[src/rtl/mcu_pkg.sv]
// Shared types and constants for the 8-bit MCU boot path.
// Image lengths are carried one bit wider than an address so a full 256-byte image fits.
package mcu_pkg;

  localparam int unsigned MCU_ADDR_W     = 8;
  localparam int unsigned MCU_DATA_W     = 8;
  localparam int unsigned MCU_IMEM_DEPTH = 256;
  localparam int unsigned MCU_LEN_W      = $clog2(MCU_IMEM_DEPTH) + 1;

  typedef enum logic [1:0] {
    StIdle,
    StLoad,
    StSettle,
    StRun
  } boot_state_t;

  // A length field of zero stands for a full memory image.
  function automatic logic [MCU_LEN_W-1:0] image_len(input logic [MCU_ADDR_W-1:0] len);
    return (len == '0) ? MCU_LEN_W'(MCU_IMEM_DEPTH) : MCU_LEN_W'(len);
  endfunction

endpackage

[src/rtl/boot_timer.sv]
// Loadable up-counter with synchronous clear and a terminal-count compare.
// Clear has priority over load, and load has priority over counting.
module boot_timer #(
  parameter int unsigned Width = 8
) (
  input  logic             Clk,
  input  logic             Reset,
  input  logic             clear,
  input  logic             load,
  input  logic [Width-1:0] load_value,
  input  logic             enable,
  input  logic [Width-1:0] terminal,
  output logic             hit
);

  logic [Width-1:0] count_d, count_q;

  always_comb begin
    count_d = count_q;
    if (clear) begin
      count_d = '0;
    end else if (load) begin
      count_d = load_value;
    end else if (enable) begin
      count_d = count_q + Width'(1);
    end
  end

  always_ff @(posedge Clk or posedge Reset) begin
    if (Reset) begin
      count_q <= '0;
    end else begin
      count_q <= count_d;
    end
  end

  assign hit = (count_q == terminal);

endmodule

[src/rtl/mcu_boot_sequencer.sv]
// Streams a program image into instruction memory with the core held in reset,
// then releases the core with its reset PC preset to the image base.
module mcu_boot_sequencer
  import mcu_pkg::*;
#(
  parameter int unsigned RESET_HOLD = 2,
  parameter int unsigned TIMEOUT    = 255
) (
  input  logic                  Clk,
  input  logic                  Reset,
  input  logic                  start,
  input  logic [MCU_ADDR_W-1:0] base_addr,
  input  logic [MCU_ADDR_W-1:0] length,
  input  logic                  byte_valid,
  input  logic [MCU_DATA_W-1:0] byte_data,
  output logic                  byte_ready,
  output logic                  imem_we,
  output logic [MCU_ADDR_W-1:0] imem_addr,
  output logic [MCU_DATA_W-1:0] imem_wdata,
  output logic                  core_reset,
  output logic [MCU_ADDR_W-1:0] core_reset_pc,
  output logic                  busy,
  output logic                  done,
  output logic                  error
);

  localparam int unsigned IdleW = $clog2(TIMEOUT + 1);
  localparam int unsigned HoldW = $clog2(RESET_HOLD + 1);

  boot_state_t state_d, state_q;

  logic [MCU_ADDR_W-1:0] ptr_d, ptr_q;
  logic [MCU_ADDR_W-1:0] pc_d, pc_q;
  logic [MCU_LEN_W-1:0]  cnt_d, cnt_q;
  logic [MCU_LEN_W-1:0]  len_d, len_q;
  logic                  error_d, error_q;
  logic                  we_q;
  logic [MCU_ADDR_W-1:0] addr_q;
  logic [MCU_DATA_W-1:0] wdata_q;

  logic handshake;
  logic idle_clear, idle_enable, idle_hit;
  logic hold_clear, hold_enable, hold_hit;

  // Inactivity timer: hit one count early so the transition edge is the one reaching TIMEOUT.
  boot_timer #(
    .Width(IdleW)
  ) u_idle_timer (
    .Clk       (Clk),
    .Reset     (Reset),
    .clear     (idle_clear),
    .load      (1'b0),
    .load_value('0),
    .enable    (idle_enable),
    .terminal  (IdleW'(TIMEOUT - 1)),
    .hit       (idle_hit)
  );

  boot_timer #(
    .Width(HoldW)
  ) u_hold_timer (
    .Clk       (Clk),
    .Reset     (Reset),
    .clear     (hold_clear),
    .load      (1'b0),
    .load_value('0),
    .enable    (hold_enable),
    .terminal  (HoldW'(RESET_HOLD - 1)),
    .hit       (hold_hit)
  );

  always_comb begin
    state_d     = state_q;
    ptr_d       = ptr_q;
    pc_d        = pc_q;
    cnt_d       = cnt_q;
    len_d       = len_q;
    error_d     = error_q;
    byte_ready  = (state_q == StLoad);
    handshake   = byte_valid & byte_ready;
    idle_clear  = (state_q != StLoad) | handshake;
    idle_enable = (state_q == StLoad) & ~handshake;
    hold_clear  = (state_q != StSettle);
    hold_enable = (state_q == StSettle);
    core_reset  = (state_q != StRun);
    done        = (state_q == StRun);
    busy        = (state_q == StLoad) | (state_q == StSettle);

    unique case (state_q)
      StIdle, StRun: begin
        if (start) begin
          state_d = StLoad;
          ptr_d   = base_addr;
          pc_d    = base_addr;
          len_d   = image_len(length);
          cnt_d   = '0;
          error_d = 1'b0;
        end
      end
      StLoad: begin
        if (handshake) begin
          ptr_d = ptr_q + MCU_ADDR_W'(1);
          cnt_d = cnt_q + MCU_LEN_W'(1);
          if (cnt_d == len_q) begin
            state_d = StSettle;
          end
        end else if (idle_hit) begin
          state_d = StIdle;
          error_d = 1'b1;
        end
      end
      StSettle: begin
        if (hold_hit) begin
          state_d = StRun;
        end
      end
      default: state_d = StIdle;
    endcase
  end

  always_ff @(posedge Clk or posedge Reset) begin
    if (Reset) begin
      state_q <= StIdle;
      ptr_q   <= '0;
      pc_q    <= '0;
      cnt_q   <= '0;
      len_q   <= '0;
      error_q <= 1'b0;
      we_q    <= 1'b0;
      addr_q  <= '0;
      wdata_q <= '0;
    end else begin
      state_q <= state_d;
      ptr_q   <= ptr_d;
      pc_q    <= pc_d;
      cnt_q   <= cnt_d;
      len_q   <= len_d;
      error_q <= error_d;
      we_q    <= handshake;
      if (handshake) begin
        addr_q  <= ptr_q;
        wdata_q <= byte_data;
      end
    end
  end

  assign imem_we       = we_q;
  assign imem_addr     = addr_q;
  assign imem_wdata    = wdata_q;
  assign core_reset_pc = pc_q;
  assign error         = error_q;

endmodule

[config.mk]
export PLATFORM = sky130hd
export DESIGN_NAME = mcu_boot_sequencer
export DESIGN_NICKNAME = d
export VERILOG_FILES = /design/src/rtl/mcu_pkg.sv /design/src/rtl/boot_timer.sv /design/src/rtl/mcu_boot_sequencer.sv
export SDC_FILE = /design/constraint.sdc
export NUM_CORES = 1
export LEC_CHECK = 0
export ABC_AREA = 1
export ABC_CLOCK_PERIOD_IN_PS = 4400
export CAP_MARGIN = 40
export CORE_MARGIN = 1.5
export CORE_UTILIZATION = 45
export CTS_CLUSTER_SIZE = 40
export DETAILED_ROUTE_END_ITERATION = 8
export GPL_ROUTABILITY_DRIVEN = 1
export GPL_TIMING_DRIVEN = 1
export PLACE_DENSITY = 0.71
export SYNTH_ARGS = -nofsm -noshare
export SYNTH_HDL_FRONTEND = slang
export SYNTH_SLANG_ARGS = --single-unit
[constraint.sdc]
create_clock -name Clk -period 4.4 [get_ports Clk]
set_input_delay 0.88 -clock Clk [delete_from_list [all_inputs] [get_ports Clk]]
set_output_delay 0.88 -clock Clk [all_outputs]
set_load 0.01 [all_outputs]
# Word-level counts from Yosys, hierarchy flattened
# Index checks and enable logic that the tools add are counted.
[totals]
latchBits = 0
ram_bits = 0
word_cells = 67
output_inout_bits = 30
romBits = 0
reg_bits = 64
n_memories = 0
[op_classes]
n_reduce_logical = 10
mul = 0
eq_ne = 16
n_lt_le_gt_ge = 0
bitwise = 5
shifts = 0
div_mod_pow = 0
add_sub_neg = 4
muxes = 21
[op_table]
columns = ["cell", "n"]
rows = [
  ["2-to-1 mux 8 bit", 4],
  ["2-to-1 mux 9 bit", 3],
  ["one-hot mux 9 bit (2 select lines)", 1],
  ["adder 8 x 1 -> 8 bit, second input constant", 2],
  ["one-hot mux 8 bit (2 select lines)", 1],
  ["2-to-1 mux 2 bit", 7],
  ["adder 9 x 1 -> 9 bit, second input constant", 1],
  ["equality test 9 bit", 1],
  ["equality test 8 bit, second input constant", 1],
  ["zero test 8 bit", 1],
  ["!= test 2 x 1 -> 1 bit, second input constant", 4],
  ["!= test 2 bit, second input constant", 4],
  ["AND reduction 4 bit", 2],
  ["one-hot mux 2 bit (3 select lines)", 1],
  ["nonzero test 2 bit", 3],
  ["equality test 2 x 1 -> 1 bit, second input constant", 2],
  ["equality test 2 bit, second input constant", 2],
  ["2-to-1 mux 1 bit", 3],
  ["!= test 3 x 1 -> 1 bit, second input constant", 1],
  ["!= test 3 x 2 -> 1 bit, second input constant", 1],
  ["AND reduction 3 bit", 1],
  ["adder 2 x 1 -> 2 bit, second input constant", 1],
  ["AND 1 bit", 2],
  ["zero test 2 bit", 1],
  ["5 further kinds", 6],
]

# Logic depth before layout (Yosys ltp)
[logic_depth]
depth_word = 6
mapped_depth = 14
ltp_nobuf = 14

# Cells and area by module
# From an unflattened synthesis, not the netlist that was laid out.
[unflattened]
hier_cells = 474
hier_area_um2 = 3585.9
[by_module_without_submodules]
columns = ["module", "instances", "cells_per_inst", "area_per_inst_um2", "seq_area_each_um2"]
rows = [
  ["mcu_boot_sequencer", 1, 351, 2770.2, 1351.3],
  ["boot_timer at u_idle_timer", 1, 96, 650.6, 200.2],
  ["boot_timer at u_hold_timer", 1, 27, 165.2, 50.0],
]

# Worst setup path before layout
# No wires, ideal clock.
[synth_timing]
path_type = "register to register"
from = "register state_q[0]"
to = "register ptr_q[5]"
t_arrival_ns = 1.687
stages_incl_launch_ff = 11
required_time_ns = 4.306
path_buffers = 1
period_less_slack_ns = 1.781
setup_ns = 0.094
slack_ns = 2.619
cell_sequence = "dfrtp_1 -> inv_1 -> ha_1 -> inv_1 -> nor2_1 -> inv_1 -> o21ai_0 -> nor2_2 -> buf_2 -> o21ai_0 -> a221oi_2"
[synth_via]
elab_chain_len = 4
[synth_lines]
columns = ["item", "line", "source"]
rows = [
  ["start, declared", "mcu_boot_sequencer.sv:30", "boot_state_t state_d, state_q;"],
  ["start signal, assigned", "mcu_boot_sequencer.sv:123", "state_q <= StIdle;"],
  ["start signal, assigned", "mcu_boot_sequencer.sv:133", "state_q <= state_d;"],
  ["equality test 2 x 1 -> 1 bit (tied with other cells)", "mcu_boot_sequencer.sv:79, mcu_boot_sequencer.sv:89", ""],
  ["AND 1 bit or OR reduction 2 bit (tied branches)", "mcu_boot_sequencer.sv:80, mcu_boot_sequencer.sv:89", ""],
  ["!= test 2 x 1 -> 1 bit (no line) (tied with other cells)", "n/a", ""],
  ["AND reduction 3 bit (no line)", "n/a", ""],
  ["end signal, assigned", "mcu_boot_sequencer.sv:134", "ptr_q <= ptr_d;"],
  ["end, declared", "mcu_boot_sequencer.sv:32", "logic [MCU_ADDR_W-1:0] ptr_d, ptr_q;"],
]
# Parallel ways exist; a longest one is shown, timed or not.
# A chain may end at the register's enable or synchronous reset.

# Worst setup path in the final report
[layout_timing]
from = "register state_q[1]"
to = "output byte_ready"
[layout_via]
elab_chain_len = 1
[layout_lines]
columns = ["item", "line", "source"]
rows = [
  ["equality test 2 x 1 -> 1 bit", "mcu_boot_sequencer.sv:79", "byte_ready = (state_q == StLoad);"],
  ["end, declared", "mcu_boot_sequencer.sv:16", "output logic byte_ready,"],
]
# Every way passes these cells.

==> results by group <==
Setup path
  • Reg2Reg Depth: 8
  • Critical path type: reg2out
  • Worst r2r src: state_q[1]
  • Capturing point of the worst reg2reg path: ptr_q[5]
  • Critical path's top delay family: buffers and inverters
  • Critical Path AT: 1.85 ns
  • CP Buf/Inv Count: 2
  • CP max FO: 8
  • Critical Path, Cell by Cell: inv_1 > ha_1 > clkdlybuf4s50_1
  • CP required: about 3.5 ns
  • Slowest CP cell: clkdlybuf4s50_1
  • Worst Setup End Kind: output pin
  • R2R Setup Slk: roughly 1.7 ns
  • Worst path max stage delay: about 0.6 ns
  • CP Launch Type: flip-flop

Synth
  • Area leader, netlist: dfrtp_1
  • Area share of the largest cell type after synthesis: 0.519
  • Post-synthesis sequential area ratio: 0.519
  • Ys flop type: dfrtp_1
  • Flops & latches, synth: 64
  • Syn Area/Cell: slightly above 8 µm²
  • Mapped cell area: 3080 µm²
  • Ys Warns: 0
  • Number of flops mapped to enable cells by yosys: 0
  • Synth top cells by count: nand2_1, dfrtp_1, inv_1, nor2_1, o21ai_0
  • Number of distinct library cells after synthesis: 25
  • Ys async rst share: 1.00
  • Largest cells by area after synthesis: dfrtp_1, nand2_1, inv_1
  • Cells after synthesis: ~380
  • Most frequent cell after synthesis: nand2_1
  • Syn nets: about 410

Clocking
  • H-tree depth: 3
  • CTS root buf: clkbuf_8
  • Post-CTS Hold Fix Bufs: 0
  • Clock Tree Buf Depth: 2
  • Worst-path clk slew: ~0.070 ns
  • # clock sinks: 64
  • Worst skew pair latency: ~0.35 ns
  • TritonCTS clock tree: yes
  • Resized Gates After CTS: 0
  • CTS buffer count: 9
  • Post-CTS setup buffer count: 0

Place
  • GPL Wtd Cong: 0.811
  • IO Port Bufs: 57
  • Post-DP Area: 3770 µm²
  • Post-DP HPWL: 5110 µm

Die
  • Die Area: 7360 µm²
  • Core area: 6490 µm²
  • Chip height: roughly 86 µm
  • I/O pins: 58
  • Num rows: 29
  • Die X: between 80 and 90 µm
  • Starting Density: 0.475

Routing
  • Vias: 2648
  • Drt first pass iters: 4
  • DR DRC count: 0
  • Drt wl/cell: approximately 13 µm
  • WL met3: around 250 µm
  • Drt first-iter violations: 109
  • Routed met1 length: roughly 3200 µm
  • Total Wirelength: 6990 µm
  • Max Used Layer: met4
  • Met2 wire length: about 3400 µm
  • Post-DRT Antenna Nets: 0
  • Via-to-Cell Ratio: between 5 and 6

Power and ir drop
  • Sw Pwr: 0.944 mW
  • Sequential Power Share: 0.358
  • Peak VDD IR: roughly 350 µV
  • Cell Int Power: ~1.6 mW
  • P_leak: around 1.9 nW
  • Pwr Density: ~650 nW/µm²
  • Combinational fraction of design power: 0.402
  • Switching share of power: 0.364
  • Clk pwr share: 0.239
  • Final total power: ~2.6 mW

Timing
  • Fmax: around 370 MHz
  • Worst Tran Pin Value: between 0.7 and 0.8 ns
  • Pins Over Slew Limit: 0
  • Clock Skew: about 0.0079 ns
  • Final setup violating endpoints: 0
  • Fin crit share: 0.619
  • Fin. Hold Viols: 0
  • RSZ-0062 raised after global routing: false
  • Setup TNS: 0 ns
  • Minimum clock period: ~2.7 ns
  • Slew headroom: 0.471

Finish
  • Area Growth Syn to Fin: 30.1%
  • Fin nets: 475
  • Ant diodes: 0
  • Share of cells above drive strength 1: 0.0677
  • Finished Cell Area: 4010 µm²
  • Filler cells: between 500 and 600

Hold path
  • Hold worst-path end: u_hold_timer.count_q[0]
  • Hold Crit Depth: 1
  • Worst Hold Class: reg2reg
  • Hold Crit Start: u_hold_timer.count_q[0]

Job
  • Max cap viols: 0

Global route
  • Number of antenna violations at the first check in global routing: 0
  • Largest net degree at the start of global routing: 38
  • Global-route usage over all layers: 0.210
  • Total congestion overflow: 0
  • Vias in the first global route: about 2600
  • First-pass GRT wire length: between 10000 and 15000 µm

Status
  • Outcome: finished clean
-- layer usage --
metal  vias up  track usage
met2        44        0.341
met3        10       0.0539
li1       1324            -
met4         0       0.0821
met5         -            0
met1      1270        0.269
-- worst max path at each step --
| stage | from | end | cells past startpoint |
|---|---|---|---|
| 2_1_floorplan | Reset | cnt_q[0] | 1 |
| 3_3_place_gp | byte_valid | ptr_q[5] | 6 |
| 3_5_place_dp | byte_valid | ptr_q[5] | 6 |
| 4_1_cts | state_q[1] | byte_ready | 3 |
| 5_1_grt | state_q[1] | ptr_q[5] | 8 |
| 6_report | state_q[1] | byte_ready | 3 |
-- placed cells by master (no fill, tap or decap), types with 4 or more instances in the layout --
cell type / n
o21ai_0: 30
nand2_1: 107
nand3_1: 18
clkbuf_8: 9
o22ai_1: 5
nor2_1: 34
a21oi_1: 18
dfrtp_1: 64
xor2_1: 4
ha_1: 9
nor3_1: 5
inv_1: 50
mux2_2: 6
clkdlybuf4s50_1: 57
-- cell type report --
| type | instances | area (µm²) | share of cell area |
|---|---|---|---|
| Inverter | 51 | 191 | 0.0477 |
| Tap cell | 77 | 96.3 | 0.0240 |
| Sequential cell | 64 | 1600 | 0.399 |
| Multi-Input combinational cell | 252 | 1250 | 0.313 |
| Clock inverter | 7 | 120 | 0.0299 |
| Clock buffer | 9 | 124 | 0.0309 |
| Timing Repair Buffer | 60 | 626 | 0.156 |
-- power by group through the flow --
stage	sequential [mW]	clock [mW]	combinational, mW
2_1_floorplan	0.961	0	0.565
3_3_place_gp	0.932	0	0.986
3_5_place_dp	0.936	0	1.04
4_1_cts	0.928	0.626	1.05
5_1_grt	0.953	0.657	1.17
6_report	0.928	0.620	1.04
-- stage by stage --
stage                     instances  hold WS [ns]   util  worst slack, ns
after floorplan                 376         0.410      -             1.92
after global placement          502         0.427  0.573             1.59
after detailed placement        504         0.442  0.580             1.47
after CTS                       520         0.457  0.618             1.66
after global routing            520         0.473  0.618             1.46
final                           520         0.454  0.618             1.67
-- cell families (layout without fill, tap and decap cells) --
| logic type | after synthesis | after routing | share of synthesized area |
|---|---|---|---|
| AO/OA/AOI/OAI | 59 | 59 | 0.105 |
| XOR/XNOR | 4 | 4 | 0.0114 |
| adder cells (fa/ha/maj) | 9 | 9 | 0.0365 |
| buffers and inverters | 60 | 127 | 0.0738 |
| flip-flops | 64 | 64 | 0.519 |
| multiplexers | 6 | 6 | 0.0219 |
| AND/OR/NAND/NOR | 174 | 174 | 0.232 |
-- state kept, by name, indices dropped and copies added, names as in the netlist, 2 cells and up --
name / flops
ptr_q: 8
core_reset_pc: 8
imem_addr: 8
imem_wdata: 8
u_hold_timer.count_q: 2
state_q: 2
len_q: 9
cnt_q: 9
u_idle_timer.count_q: 8
Note: power is estimated with default switching activity, not from simulation.
